==> src/rtl/mul_accumulator.sv <==
// mul_accumulator: sums a programmed number of 8-bit unsigned products into an
// ACC_WIDTH-bit result, then offers that result on a valid/ready output port.
// Overflow either clamps to all-ones (SATURATE=1) or wraps (SATURATE=0); any
// carry out of the accumulator during a run sets a sticky overflow flag.
//
// state | meaning
// IDLE  | waiting for start; result of the previous run still visible
// ACC   | accepting product beats until the beat counter reaches zero
// DONE  | result offered on res_valid until res_ready
module mul_accumulator #(
    parameter int ACC_WIDTH = 16,
    parameter bit SATURATE  = 1'b1
) (
    input  logic                 clk,
    input  logic                 rst,
    input  logic                 start,
    input  logic [7:0]           len,
    input  logic                 in_valid,
    output logic                 in_ready,
    input  logic [7:0]           in_data,
    output logic                 res_valid,
    input  logic                 res_ready,
    output logic [ACC_WIDTH-1:0] res_data,
    output logic                 res_ovf,
    output logic                 busy
);

    localparam logic [1:0] ST_IDLE = 2'd0;
    localparam logic [1:0] ST_ACC  = 2'd1;
    localparam logic [1:0] ST_DONE = 2'd2;

    logic [1:0]           state_q, state_d;
    logic [8:0]           cnt_q, cnt_d;
    logic [ACC_WIDTH-1:0] acc_q, acc_d;
    logic                 ovf_q, ovf_d;
    logic                 in_ready_q, in_ready_d;
    logic                 res_valid_q, res_valid_d;
    logic                 busy_q, busy_d;

    logic [ACC_WIDTH:0]   sum;
    logic                 beat;

    // Next-state, accumulate and registered-output decode.
    always_comb begin
        state_d = state_q;
        cnt_d   = cnt_q;
        acc_d   = acc_q;
        ovf_d   = ovf_q;
        beat    = in_valid & in_ready_q;
        // One extra bit so the carry out flags overflow.
        sum     = {1'b0, acc_q} + {{(ACC_WIDTH - 7){1'b0}}, in_data};

        case (state_q)
            ST_IDLE: begin
                if (start) begin
                    acc_d   = '0;
                    ovf_d   = 1'b0;
                    cnt_d   = (len == 8'd0) ? 9'd256 : {1'b0, len};
                    state_d = ST_ACC;
                end
            end
            ST_ACC: begin
                if (beat) begin
                    cnt_d = cnt_q - 9'd1;
                    if (sum[ACC_WIDTH]) begin
                        ovf_d = 1'b1;
                        acc_d = SATURATE ? {ACC_WIDTH{1'b1}} : sum[ACC_WIDTH-1:0];
                    end else begin
                        acc_d = sum[ACC_WIDTH-1:0];
                    end
                    if (cnt_q == 9'd1) begin
                        state_d = ST_DONE;
                    end
                end
            end
            ST_DONE: begin
                if (res_ready) begin
                    state_d = ST_IDLE;
                end
            end
            default: begin
                state_d = ST_IDLE;
            end
        endcase

        // Handshake outputs are registered copies of the next state so no
        // input reaches an output combinationally.
        in_ready_d  = (state_d == ST_ACC);
        res_valid_d = (state_d == ST_DONE);
        busy_d      = (state_d != ST_IDLE);
    end

    // State and datapath registers with asynchronous reset.
    always_ff @(posedge clk or posedge rst) begin
        if (rst) begin
            state_q     <= ST_IDLE;
            cnt_q       <= 9'd0;
            acc_q       <= '0;
            ovf_q       <= 1'b0;
            in_ready_q  <= 1'b0;
            res_valid_q <= 1'b0;
            busy_q      <= 1'b0;
        end else begin
            state_q     <= state_d;
            cnt_q       <= cnt_d;
            acc_q       <= acc_d;
            ovf_q       <= ovf_d;
            in_ready_q  <= in_ready_d;
            res_valid_q <= res_valid_d;
            busy_q      <= busy_d;
        end
    end

    assign in_ready  = in_ready_q;
    assign res_valid = res_valid_q;
    assign res_data  = acc_q;
    assign res_ovf   = ovf_q;
    assign busy      = busy_q;

endmodule
==> config.mk <==
export PLATFORM = sky130hd
export DESIGN_NAME = mul_accumulator
export DESIGN_NICKNAME = d
export VERILOG_FILES = /design/src/rtl/mul_accumulator.sv
export SDC_FILE = /design/constraint.sdc
export NUM_CORES = 1
export LEC_CHECK = 0
export CORE_MARGIN = 1.5
export CORE_UTILIZATION = 55
export DETAILED_ROUTE_END_ITERATION = 6
export PLACE_DENSITY_LB_ADDON = 0.1
export SLEW_MARGIN = 20
export SYNTH_ARGS = -nofsm -noshare
export SYNTH_HDL_FRONTEND = slang
export SYNTH_SLANG_ARGS = --single-unit
==> constraint.sdc <==
create_clock -name clk -period 4.2 [get_ports clk]
set_input_delay 1.05 -clock clk [delete_from_list [all_inputs] [get_ports clk]]
set_output_delay 1.05 -clock clk [all_outputs]
set_load 0.03 [all_outputs]
Yosys cells after proc, flatten, opt, wreduce, memory -nomap -nowiden
Cells that the tools add are included.
{"block": "op_classes", "reduce_logical": 6, "eq_ne": 8, "n_bitwise": 1, "n_addsub": 2, "n_mux": 17}
{"operator": "$mux 16", "n": 3}
{"operator": "$pmux 16 s2", "n": 1}
{"operator": "$mux 9", "n": 3}
{"operator": "$pmux 9 s2", "n": 1}
{"operator": "$add 16x8->17", "n": 1}
{"operator": "$eq 9x1->1 const B", "n": 1}
{"operator": "$sub 9x1->9 const B", "n": 1}
{"operator": "$logic_not 8->1", "n": 1}
{"operator": "$mux 2", "n": 4}
{"operator": "$ne 2x2->1 const B", "n": 3}
{"operator": "$pmux 2 s3", "n": 1}
{"operator": "$eq 2x1->1 const B", "n": 2}
{"operator": "$eq 2x2->1 const B", "n": 2}
{"operator": "$reduce_and 4->1", "n": 1}
{"operator": "$reduce_bool 2->1", "n": 2}
{"operator": "$mux 1", "n": 3}
{"operator": "$reduce_and 3->1", "n": 1}
{"operator": "$logic_not 2->1", "n": 1}
{"operator": "$pmux 1 s2", "n": 1}
{"operator": "$and 1x1->1", "n": 1}
{"block": "totals", "wordCells": 41, "register_bits": 31, "in_bits": 21}

Depth between registers and ports, before layout
{"block": "logic_depth", "depth_word": 5, "ltp_mapped": 8, "ltp_nobuf": 7}

Worst setup path after synthesis
OpenSTA, ideal clock, no wires.
{"block": "synth_timing", "path_kind": "input to register", "from": "input port in_data[0]", "to": "register acc_q[10] (netlist: res_data[10])", "path_slack_ps": 1418, "stages": 8, "required_ps": 4058, "arrival_ps": 2640, "setup_ps": 142, "cell_sequence": "ha_1 -> fa_1 -> a211oi_1 -> o211ai_2 -> nand3_2 -> or4_1 -> buf_2 -> o311ai_1"}
{"block": "synth_via", "elab_chain_len": 4}
{"element": "start: declaration", "line": "20", "rtl": "input logic [7:0] in_data,"}
{"element": "$add 16x8->17", "line": "51", "rtl": "sum = {1'b0, acc_q} + {{(ACC_WIDTH - 7){1'b0}}, in_data};"}
{"element": "$mux 16", "line": "65", "rtl": "if (sum[ACC_WIDTH]) begin"}
{"element": "$mux 16", "line": "63", "rtl": "if (beat) begin"}
{"element": "$pmux 16 s2", "line": "53", "rtl": "case (state_q)"}
{"element": "end signal: assignment", "line": "98", "rtl": "acc_q <= '0;"}
{"element": "end signal: assignment", "line": "106", "rtl": "acc_q <= acc_d;"}
{"element": "end: declaration", "line": "34", "rtl": "logic [ACC_WIDTH-1:0] acc_q, acc_d;"}
No other way between the ends. The select of a mux whose other input is x is not followed.
A chain may end at the register's enable or synchronous reset.

Final worst setup path
{"block": "layout_timing", "from": "input port in_data[0]", "to": "register acc_q[6] (netlist: res_data[6])"}
The elaborated chain is that of the path after synthesis.

==> flow_summary_export.csv <==
group,metric,value,unit
status,outcome,"complete, no violations",
synth,synthArstFlopShare,1.00,
placement,place_area,2390,um^2
floorplanning,coreArea,3390,um^2
routing,wl,4560,um
cts,clock_path_buffers,2,
synth,synth_compound_area_frac,0.267,
cts,hold_buffers,0,
global_route,overflow,0,
synth,yosysMostFrequentCell,"dfrtp_1",
finish,drive_gt1_frac,0.0492,
routing,vias_per_cell,6.06,
synth,synth-xor-area-share,0.0268,
power_and_ir_drop,powerDensity,603,nW/um^2
worst_setup_path,worst_ep_required_time,4.43,ns
synth,synth_flop_cell,"dfrtp_1",
synth,synthTopCellsByArea,"dfrtp_1, ha_1, o21ai_0",
worst_setup_path,crit_path_max_fanout,8,
worst_setup_path,rr_endpoint,"res_data[6]",
sta,min_period,3.16,ns
synth,syn_area,1960,um^2
floorplanning,rows,21,
worst_setup_path,path_class,"in2reg",
flow_run,maxCapViolCount,0,
routing,remaining_drc_errors,0,
cts,numCtsBuffers,5,
synth,synth-edff-count,0,
power_and_ir_drop,p_seq_frac,0.332,
sta,skew,0.0192,ns
finish,area_growth,24.5,%
worst_setup_path,ff2ff_path_depth,4,
worst_setup_path,startpoint_type,"input pin",
sta,slew_headroom,0.464,
sta,timing.fmax,0.316,GHz
finish,fin_nets,296,
worst_setup_path,worstReg2RegStart,"state_q[1]",
synth,synthSimpleGateAreaFrac,0.202,
finish,diodes,0,
global_route,antenna_found_initial,0,
synth,yosys_warnings,0,
synth,synthAdderAreaFrac,0.0739,
global_route,grt_max_degree,28,
routing,ant_nets,0,
power_and_ir_drop,ir_worst_vdd,0.345,mV
worst_setup_path,arrival,3.39,ns
routing,post_drt_wl_per_cell,14.7,um
cts,cts_sinks,31,
finish,final_util,0.722,
placement,dpl.hpwl,3420,um
floorplanning,die_height,62.8,um
placement,gp_congestion,0.896,
sta,fin_tns_setup,0,ns
hold_path,min_from,"cnt_q[7]",
power_and_ir_drop,power.leakage,0.000984,uW
synth,synth.distinct_cells,42,
sta,rsz0062_at_grt,"false",
routing,drt-pass1-iter-count,6,
global_route,globalRouteTotalUtil,0.250,
sta,worst_slew_pin_slew,0.804,ns
power_and_ir_drop,combPwrFrac,0.548,
cts,h-tree-depth,2,
synth,yosysSeqAreaShare,0.395,
cts,insertion_delay,0.33,ns
power_and_ir_drop,swShare,0.446,
cts,root_buffer,"clkbuf_4",
sta,slew_viol_final,0,
sta,final-setup-viol-count,0,
sta,period_share,0.753,
synth,synth_seq_cells,31,
worst_setup_path,reg2reg_setup_slack,1.73,ns
placement,numPortBuffers,40,
finish,final_area,2450,um^2
floorplanning,dieArea,3940,um^2
sta,timing.hold.ws,0.496,ns
sta,hold_viol,0,
synth,synthMuxAreaShare,0,
synth,synth.top_cell.area_share,0.395,
cts,cts_tree,"built",
cts,clk_pin_slew,0.10,ns
cts,post_cts_buffers,0,
global_route,grt_pass1_vias,1743,
synth,synthCells,226,
synth,syn_nets,258,
floorplanning,io_pins,41,
cts,cts_resized,0,
synth,synth_area_leader_cell,"dfrtp_1",
power_and_ir_drop,clockPowerShare,0.120,
routing,drtIter0Drc,88,
global_route,grt_pass1_wl,7870,um
hold_path,min_path_type,"reg2reg",
hold_path,whs_endpoint,"cnt_q[7]",
floorplanning,die_x,62.8,um
floorplanning,start_util,0.580,
power_and_ir_drop,p_sw,658,uW
hold_path,worstHoldPathCells,1,
synth,synth_top_family_by_area,"compound AO/OA/AOI/OAI gates",
power_and_ir_drop,p_int,817,uW
routing,vias,1880,
synth,syn_avg_cell_area,8.69,um^2
worst_setup_path,critPathCaptureType,"register",
synth,synthTopCellsByCount,"dfrtp_1, o21ai_0, nand2_1, a21oi_1, nor2_1",
[how the worst max path moves through the flow]
| stage | start | end | slack [ns] | cells past startpoint |
|---|---|---|---|---|
| final | in_data[0] | res_data[6] | 1.04 | 8 |
| after global routing | in_data[0] | res_data[6] | 0.91 | 8 |
| after CTS | in_data[0] | res_data[6] | 1.03 | 8 |
| after detailed placement | in_data[0] | res_data[6] | 0.70 | 8 |
| after global placement | in_data[0] | res_data[10] | 0.79 | 8 |
| after floorplan | in_data[0] | res_data[10] | 1.42 | 8 |
[power groups by stage]
stage / sequential [uW] / clock (uW) / combinational (uW)
after floorplan: 569 / 0 / 496
after global placement: 492 / 0 / 791
after detailed placement: 493 / 0 / 806
after CTS: 489 / 180 / 808
after global routing: 506 / 197 / 897
final: 490 / 177 / 809
[cell families after synthesis]
logic type / Yosys count
flops: 31
fa+ha+maj: 11
compound gates: 82
buf+inv: 18
xor+xnor: 6
simple gates: 78
[routing by layer]
metal  wire length (um)  GRT usage
met5                  0          0
met2               2270      0.426
met3                188     0.0523
met4                 49     0.0889
met1               2060      0.313
[worst max-delay path, stage by stage]
cell	delay, ns
clkdlybuf4s50_1	0.46
ha_1	0.21
fa_1	0.24
a211oi_1	0.11
o211ai_2	0.27
nand3_2	0.17
or4_1	0.72
o211ai_1	0.16
[area by class of cell]
class,count,area (um^2)
inverters,8,30.0
repair buffers,41,408
fillers,262,943
clock buffers,6,51.3
clock inverters,1,5.00
multi-input cells,177,1120
flip-flops and latches,31,776
well taps,46,57.6
[cells in the final DEF (no fill, tap or decap), types with 3 or more instances in the layout]
cell	instances
a211oi_1	4
a21o_1	3
a21oi_1	21
a2bb2oi_1	4
and3_1	3
clkbuf_4	5
clkdlybuf4s50_1	40
dfrtp_1	31
ha_1	10
inv_1	8
nand2_1	22
nand3_1	6
nand4_1	4
nor2_1	15
nor3_1	7
nor4_1	5
o211ai_1	10
o21ai_0	24
or3_1	3
or4_1	4
xor2_1	4
[stage by stage]
step                      power, uW  instances  setup WS, ns
after floorplan                1060        226          1.42
after global placement         1280        303         0.794
after global routing           1600        310         0.911
after detailed placement       1300        303         0.698
final                          1480        310          1.04
after CTS                      1480        310          1.03
[sequential cells by signal, summed over array words and instances (netlist names)]
| register | count |
|---|---|
| res_data | 16 |
| res_ovf | 1 |
| res_valid | 1 |
| cnt_q | 9 |
| in_ready | 1 |
| state_q | 2 |
| busy | 1 |
No activity file was read; power rests on OpenSTA's default activity.
